### config.mk
export PLATFORM = sky130hd
export DESIGN_NAME = wb_stage
export DESIGN_NICKNAME = d
export VERILOG_FILES = /design/src/rtl/wb_stage.sv
export SDC_FILE = /design/constraint.sdc
export NUM_CORES = 1
export LEC_CHECK = 0
export ABC_AREA = 1
export CAP_MARGIN = 15
export CORE_MARGIN = 5
export CORE_UTILIZATION = 45
export CTS_CLUSTER_DIAMETER = 60
export DETAILED_ROUTE_END_ITERATION = 6
export GPL_ROUTABILITY_DRIVEN = 0
export PLACE_DENSITY_LB_ADDON = 0.3
export SLEW_MARGIN = 30
export SYNTH_ARGS = -nofsm -noshare
export SYNTH_HDL_FRONTEND = slang
export SYNTH_SLANG_ARGS = --single-unit
### constraint.sdc
create_clock -name clk -period 2 [get_ports clk]
set_input_delay 0.3 -clock clk [delete_from_list [all_inputs] [get_ports clk]]
set_output_delay 0.3 -clock clk [all_outputs]
set_load 0.005 [all_outputs]
### src/rtl/wb_stage.sv
// wb_stage: pipeline write-back stage with load data extraction and a single-outstanding-load FSM
// Optional feature macro: WB_MISALIGN_CHECK_EN (flag misaligned loads and suppress their write)
module wb_stage #(
    parameter int XLEN           = 32,
    parameter int REG_ADDR_WIDTH = 5
) (
    input  logic                      clk,
    input  logic                      rst,
    input  logic                      ex_valid,
    output logic                      ex_ready,
    input  logic                      ex_reg_write,
    input  logic                      ex_is_load,
    input  logic [2:0]                ex_funct3,
    input  logic [REG_ADDR_WIDTH-1:0] ex_rd_addr,
    input  logic [XLEN-1:0]           ex_result,
    input  logic                      mem_rvalid,
    input  logic [XLEN-1:0]           mem_rdata,
    output logic                      write_en,
    output logic [REG_ADDR_WIDTH-1:0] rd_addr,
    output logic [XLEN-1:0]           write_data,
    output logic                      busy,
    output logic                      misalign_err
);
    typedef enum logic {IDLE, LOAD_WAIT} state_t;

    state_t                    r_state;
    state_t                    w_next;
    logic                      r_ld_we;
    logic [REG_ADDR_WIDTH-1:0] r_ld_rd;
    logic [2:0]                r_ld_f3;
    logic [1:0]                r_ld_off;
    logic                      r_write_en;
    logic [REG_ADDR_WIDTH-1:0] r_rd_addr;
    logic [XLEN-1:0]           r_write_data;
    logic                      r_misalign;
    logic                      w_xfer;
    logic                      w_done;
    logic                      w_mis;
    logic [7:0]                w_byte;
    logic [15:0]               w_half;
    logic [XLEN-1:0]           w_ld_data;

    assign ex_ready     = r_state == IDLE;
    assign busy         = r_state == LOAD_WAIT;
    assign write_en     = r_write_en;
    assign rd_addr      = r_rd_addr;
    assign write_data   = r_write_data;
    assign misalign_err = r_misalign;

    assign w_xfer = ex_valid && r_state == IDLE;
    assign w_done = mem_rvalid && r_state == LOAD_WAIT;

    // Byte/halfword lanes selected by the captured address offset
    assign w_byte = mem_rdata[{r_ld_off, 3'b000} +: 8];
    assign w_half = mem_rdata[{r_ld_off[1], 4'b0000} +: 16];

    // Any funct3 that is not a byte or halfword form falls through to a full word
    assign w_ld_data = r_ld_f3 == 3'b000 ? {{(XLEN-8){w_byte[7]}}, w_byte} :
                       r_ld_f3 == 3'b100 ? {{(XLEN-8){1'b0}}, w_byte} :
                       r_ld_f3 == 3'b001 ? {{(XLEN-16){w_half[15]}}, w_half} :
                       r_ld_f3 == 3'b101 ? {{(XLEN-16){1'b0}}, w_half} :
                       mem_rdata;

`ifdef WB_MISALIGN_CHECK_EN
    assign w_mis = r_ld_f3[1:0] == 2'b01 ? r_ld_off[0] :
                   r_ld_f3[1:0] == 2'b00 ? 1'b0 :
                   r_ld_off != 2'b00;
`else
    assign w_mis = 1'b0;
`endif

    // State register
    always_ff @(posedge clk) begin
        if (rst) r_state <= IDLE;
        else     r_state <= w_next;
    end

    // Next state: a load parks the stage until its data returns
    always_comb begin
        w_next = r_state;
        if (w_xfer && ex_is_load) w_next = LOAD_WAIT;
        else if (w_done)          w_next = IDLE;
    end

    // Capture the load context needed when the memory data arrives
    always_ff @(posedge clk) begin
        if (rst) begin
            r_ld_we  <= 1'b0;
            r_ld_rd  <= '0;
            r_ld_f3  <= 3'b000;
            r_ld_off <= 2'b00;
        end else if (w_xfer && ex_is_load) begin
            r_ld_we  <= ex_reg_write;
            r_ld_rd  <= ex_rd_addr;
            r_ld_f3  <= ex_funct3;
            r_ld_off <= ex_result[1:0];
        end
    end

    // Register-file write port; strobes last one cycle, address/data hold between writes
    always_ff @(posedge clk) begin
        if (rst) begin
            r_write_en   <= 1'b0;
            r_rd_addr    <= '0;
            r_write_data <= '0;
            r_misalign   <= 1'b0;
        end else begin
            r_write_en <= 1'b0;
            r_misalign <= 1'b0;
            if (w_xfer && !ex_is_load) begin
                r_write_en   <= ex_reg_write && ex_rd_addr != '0;
                r_rd_addr    <= ex_rd_addr;
                r_write_data <= ex_result;
            end else if (w_done) begin
                r_write_en   <= r_ld_we && r_ld_rd != '0 && !w_mis;
                r_rd_addr    <= r_ld_rd;
                r_write_data <= w_ld_data;
                r_misalign   <= w_mis;
            end
        end
    end
endmodule

==> results.cfg, run 1 <==
[sta]
max_freq_mhz = 578
rsz0062_at_grt = false
setup_tns_ns = 0
whs_ns = 0.481
final_hold_viol_count = 0
finalClockSkew_ns = 0.0137
relSlewSlack_pct = 61.8
fin_crit_sh_pct = 86.5
tightestPinTransition_ns = 0.572
finalMaxSlewViolations = 0
setup_viol = 0
period_needed_ns = 1.73

[setup_path]
crit_family = simple AND/OR/NAND/NOR gates
endpoint_kind = flip-flop
max_stage_delay_ns = 0.70
cpMaxStageDelayCell = dfxtp_1
cp-start-kind = flip-flop
worstPathMaxFanout = 24
timing.critical_path.mode_cell = nor2_1
path_cells = nor2_4, inv_2, nor2_1, nand2_1, nand2_2, nor2_1, nor2_1
critPathKind = flip-flop to flip-flop
arrival_ns = 1.94
crit_required_ns = 2.21
critPathBufInv = 1

[logic_synthesis]
yosysSeqAreaShare_pct = 31.4
synth_xor_area_share_pct = 0
ys_ff_latch = 50
synth_area_um2 = 3180
synth_top_family_by_area = simple AND/OR/NAND/NOR gates
synth_compound_area_share_pct = 11.6
synth_area_leaders = dfxtp_1 (31%), nand2_1 (18%), nor2_1 (13%)
synth.mux.area_fraction_pct = 0
yosysUniqueCellTypes = 26
syn_avg_cell_area_um2 = 5.88
yosys_warnings = 0
syn_nets = 620
synth_top_area_share_pct = 31.4
synth_cells = 542
synth_area_leader_cell = dfxtp_1
yosys.area_share.simple_pct = 45.1
yosys.area_share.adder_pct = 0

[global_routing]
grt_max_degree = 55
grtUsageTotal_pct = 22.2
antenna_found_initial = 0
grt_use_met2_pct = 37.0
grtUsageMet1_pct = 30.0
met3_usage_pct = 4.17
overflow = 0
grt_pass1_vias = 3393
grt_most_used_layer = met2
grt_pass1_wl_um = 16100

[floorplan]
dieArea_um2 = 8860
initial_core_util_pct = 46.6
rows = 30
fp.coreArea_um2 = 6830
fp.dieW_um = 94.1
io_pins = 119
die_h_um = 94.1

[power_and_ir_drop]
vdd_drop_max_v = 0.000360
switchingPower_mw = 0.837
power_frac_comb_pct = 31.6
internal_power_mw = 1.76
clockPowerShare_pct = 24.8
pwr-share-seq_pct = 43.5
powerDensity_nw_per_um2 = 581
p_sw_share_pct = 32.2
power.static_leakage_nw = 2.02

[route]
avgRoutedWirePerCell_um = 13.0
drtIter0Drc = 299
first_pass_iters = 5
viasPerCell = 4.97
wl_um = 9630
drcViolationCount = 0
antenna_left = 0
via_count = 3687

[clock_network]
clockRootBuffer = clkbuf_8
path_clk_slew_ns = 0.11
ctsHoldBuffers = 0
cts_buffer_depth = 2
htree_levels = 2
cts_tree = done
clkLatencyLatePin_ns = 0.31
cts_buffers = 5
post_cts_resized = 0
post_cts_buffers = 0
clock-sinks = 50

[cells_and_area]
nets = 723
antenna_cells = 0
drive_gt1_share_pct = 5.11
instances_no_fill = 742
final_cell_mix = nand2_1 (154), clkdlybuf4s50_1 (117), nor2_1 (111)
final_common_cell = nand2_1
syn2layout_area_growth_pct = 40.6
fin_area_um2 = 4480

[flow_run]
maxCapViolations = 0

[place]
portBuffers = 117
dp.cells = 734
place_area_um2 = 4380
dp_hpwl_um = 7350

[hold_path]
hold_path_class = flip-flop to flip-flop

[run_status]
outcome = completed
-- worst paths after layout --
path / start / end / slack [ns] / cells past startpoint
max: r_ld_f3[0]$_SDFFE_PP0P_ / write_data[8]$_SDFFE_PP0P_ / 0.27 / 7
min: r_ld_we$_SDFFE_PP0P_ / r_ld_we$_SDFFE_PP0P_ / 0.48 / 2
max reg2reg: r_ld_f3[0]$_SDFFE_PP0P_ / write_data[8]$_SDFFE_PP0P_ / 0.27 / 7
min reg2reg: r_ld_we$_SDFFE_PP0P_ / r_ld_we$_SDFFE_PP0P_ / 0.48 / 2
-- cell type report --
cell class                 count  area (µm²)
inverter                      46         175
clock buffer                   5        68.8
tap                           96         120
clock inverter                 3        28.8
multi-input combinational    413        1810
fill                         647        2350
sequential                    50        1000
timing repair buffer         129        1270
-- state kept, by name, summed over array words and instances, names as in the netlist --
register / flops
r_ld_f3: 3
r_ld_rd: 5
r_ld_we: 1
busy: 1
rd_addr: 5
write_data: 32
write_en: 1
r_ld_off: 2
-- synthesized netlist by cell type --
master / count
a21oi_1: 18
a31oi_1: 5
buf_1: 2
buf_2: 15
buf_4: 5
buf_6: 5
clkbuf_1: 6
conb_1: 1
dfxtp_1: 50
inv_1: 42
inv_2: 3
inv_4: 1
nand2_1: 154
nand2_2: 4
nand2_4: 1
nand3_1: 54
nand3_4: 1
nand3b_1: 7
nand4_1: 5
nor2_1: 111
nor2_2: 1
nor2_4: 2
nor3_1: 1
o211ai_1: 3
o21ai_0: 18
o21ai_1: 27
-- per-layer routing --
| layer | vias up | wire, µm | part of all wire, % |
|---|---|---|---|
| met4 | 0 | 67 | 0.70 |
| met1 | 1639 | 4310 | 45 |
| met2 | 124 | 4560 | 47 |
| li1 | 1916 | - | - |
| met3 | 8 | 692 | 7.2 |
| met5 | - | 0 | 0 |
-- worst register-to-register path: cells and delay by family (launching register included) --
family / cells / cell delay [ns]
flops: 1 / 0.70
buf+inv: 1 / 0.10
simple gates: 6 / 0.80
-- kinds of logic (layout without fill, tap and decap cells) --
kind of cell    Yosys count  in the layout
buf+inv                  79            183
flops                    50             50
other cells               1              1
simple gates            341            341
compound gates           71             71
-- power by group through the flow --
stage | Combinational [mW] | Sequential, mW | Clock [mW]
after floorplan | 0.442 | 1.15 | 0
after global placement | 0.809 | 1.15 | 0
after detailed placement | 0.824 | 1.15 | 0
after CTS | 0.828 | 1.13 | 0.660
after global routing | 0.920 | 1.15 | 0.700
final | 0.823 | 1.13 | 0.645
-- through the flow --
step	util (%)	worst slack, ns	total power, mW
final	65.5	0.271	2.60
after global routing	65.5	0.133	2.77
after CTS	65.5	0.273	2.62
after detailed placement	64.1	0.150	1.98
after global placement	64.1	0.169	1.96
after floorplan	-	0.719	1.59
No activity file was read; power rests on OpenSTA's default activity.
==> run 2: changes to the inputs <==
--- a/config.mk
+++ b/config.mk
@@ -10,6 +10,7 @@
 export CORE_MARGIN = 5
 export CORE_UTILIZATION = 45
 export CTS_CLUSTER_DIAMETER = 60
+export CTS_CLUSTER_SIZE = 16
 export DETAILED_ROUTE_END_ITERATION = 6
 export GPL_ROUTABILITY_DRIVEN = 0
 export PLACE_DENSITY_LB_ADDON = 0.3
==> constraint.sdc (replaced) <==
create_clock -name clk -period 2 [get_ports clk]
set_input_delay 0.3 -clock clk [delete_from_list [all_inputs] [get_ports clk]]
set_output_delay 0.3 -clock clk [all_outputs]
set_load 0.02 [all_outputs]
==> results of run 2 <==
Same layout as run 1 (identical final DEF). Status: completed.
Among the figures that moved: total power 2.60 mW -> 2.68 mW; worst IR drop on VDD 0.000360 V -> 0.000361 V
==> run 3: changes to the inputs <==
--- a/config.mk
+++ b/config.mk
@@ -6,7 +6,7 @@
 export NUM_CORES = 1
 export LEC_CHECK = 0
 export ABC_AREA = 1
-export CAP_MARGIN = 15
+export CAP_MARGIN = 20
 export CORE_MARGIN = 5
 export CORE_UTILIZATION = 45
 export CTS_CLUSTER_DIAMETER = 60
==> results of run 3 <==
Same layout as run 1 (identical final DEF). Status: completed.
Among the figures that moved: total power 2.60 mW -> 2.68 mW; worst IR drop on VDD 0.000360 V -> 0.000361 V
==> RTL edit (config.mk and constraints of run 2) <==
The option `WB_MISALIGN_CHECK_EN` is turned on by a define.
--- a/src/rtl/wb_stage.sv
+++ b/src/rtl/wb_stage.sv
@@ -2,2 +2,4 @@
 // Optional feature macro: WB_MISALIGN_CHECK_EN (flag misaligned loads and suppress their write)
+`define WB_MISALIGN_CHECK_EN
+
 module wb_stage #(
Check against the original RTL: not equivalent (a bounded check fails within 4 cycles, from zero or initial values and one cycle with rst high).
==> RTL edit against run 2 <==
Critical path depth is 6 lower; routed wire length is 0.56% higher; maximum frequency is 0.27% lower; via count is 2.5% lower; non-clock buffer count is 2 higher; area after synthesis is 3.0% lower; synthesized cell count is 7.2% lower; power is 4.9% higher; sequential cell count is 1 higher; worst hold slack better by 0.0064 ns; setup slack worse by 0.0048 ns; design area is 0.95% lower.
==> RTL edit: results (changes against run 2) <==
Finished Layout Cells=692 (-6.7%); Post-synth ARST share=0% (unchanged); Worst-Skew Late Latency=0.31 ns (about the same); antenna cells=0 (unchanged); Port Buffers=118 (+0.85%); clk_skew=0.0151 ns (+0.00143 ns); Slew headroom=60.6% (-1.2 points); top post-synthesis cells by area=dfxtp_1 (33%), nand2_1 (12%), nor2_1 (12%); Syn Nets=581 (-6.3%); root buf cell=clkbuf_8; yosys synthesis warning count=0 (unchanged); Placement Cell Area=0.00431 mm2 (-1.5%); cell leakage power=1.90 nW (-6.0%); dpl cells=684 (-6.8%); largest net degree at the start of global routing=30 (-45%); Syn Area/Cell=6.14 um2 (+4.5%); number of global-route vias before repair=3314 (-2.3%); Worst Path Arrival=1.43 ns (-0.51 ns); mux share of post-synthesis cell area=0% (unchanged); status=finished, final reports clean; CTS max path bufs=2 (unchanged); fillcell total=620 (-4.2%); TritonCTS Buffers=5 (unchanged); First DRT Iteration DRCs=322 (+7.7%); Total Routing Usage GR=22.2% (+0.073 points); Vias per Instance=5.19 (+4.5%); Setup WS pre-CTS=0.111 ns (-0.0390 ns); Synth Area in Compound Gates=18.1% (+6.5 points); Internal=1.92 mW (+8.9%); global-route wire length before repair=15800 um (-2.0%); H-tree lvl count=2 (unchanged); delay-heaviest family, CP=buffers and inverters; Routed WL=9680 um (+0.56%); CTS Hold Buffers Added=0 (unchanged); VDD IR max=464 uV (+29%); antenna violations before repair=0 (unchanged); crit-path max FO=5 (-79%); Tightest Hold Check Type=reg -> reg; Layout area overhead=43.6%; CP max stage delay=0.66 ns (-0.04 ns); post-synthesis xor/xnor area fraction=0% (unchanged); post-CTS setup buffers=0 (unchanged); adder-cell share of the synthesized area=0% (unchanged); fraction of layout cells with a size suffix above 1=8.66% (+3.6 points); number of flip-flops in the largest register=32 (unchanged); Post-CTS Resized=0 (unchanged); Cell variety after synth=31 (+19%); register area share after synthesis=33.1% (+1.6 points); HPWL after DPL=7450 um (+1.4%); clk slew on worst S/H paths=0.10 ns; Post-synth top cells=nand2_1 (99), nor2_1 (99), o21ai_0 (56), dfxtp_1 (51), inv_1 (51); CP max-delay cell=clkdlybuf4s50_1; DR pass1 iterations=5 (unchanged)
==> RTL edit: changes by cell type after synthesis, sizes merged, moves of 5 or more <==
cell	before	now
o21ai	45	65
a21oi	18	30
nand3b	7	0
inv	46	59
nand3	55	42
buf	27	22
nand2	159	108
nor2	114	102
==> RTL edit: power groups by stage <==
stage / clock network [mW] / registers, mW / logic, mW
finish: 0.774 / 1.15 / 0.891
global route: 0.818 / 1.16 / 0.975
detailed placement: 0 / 1.17 / 0.885
CTS: 0.776 / 1.15 / 0.889
floorplan: 0 / 1.24 / 0.423
global placement: 0 / 1.17 / 0.869
==> RTL edit: final timing paths <==
kind,from,endpoint,slack (ns),cells past startpoint
max,busy,busy,0.27,1
min,r_ld_rd[2],r_ld_rd[2],0.49,2
max reg2reg,r_ld_f3[0],write_data[13],0.30,8
min reg2reg,r_ld_rd[2],r_ld_rd[2],0.49,2
==> RTL edit: cell type report <==
class	instances	area share, %
Clock inverter	2	0.875
Sequential cell	51	23.0
Tap cell	80	2.26
Multi-Input combinational cell	362	37.3
Timing Repair Buffer	131	29.4
Clock buffer	6	1.86
Inverter	60	5.25
==> RTL edit: worst register-to-register path, delay by kind of cell (launching register included) <==
family	cells	cell delay, ns
AOI/OAI and AO/OA	2	0.32
and+or+nand+nor	3	0.45
buffers and inverters	3	0.32
DFF	1	0.55
==> RTL edit: metal layers <==
layer	share of wire [%]	wire, um	GRT usage (%)
met3	7.8	751	4.47
met1	43	4180	28.2
met4	1.6	157	6.59
met2	47	4600	37.9
met5	0	0	0
==> RTL edit: cell families after synthesis <==
group                  Yosys count
buffers and inverters           90
DFF                             51
and+or+nand+nor                260
AOI/OAI and AO/OA              102
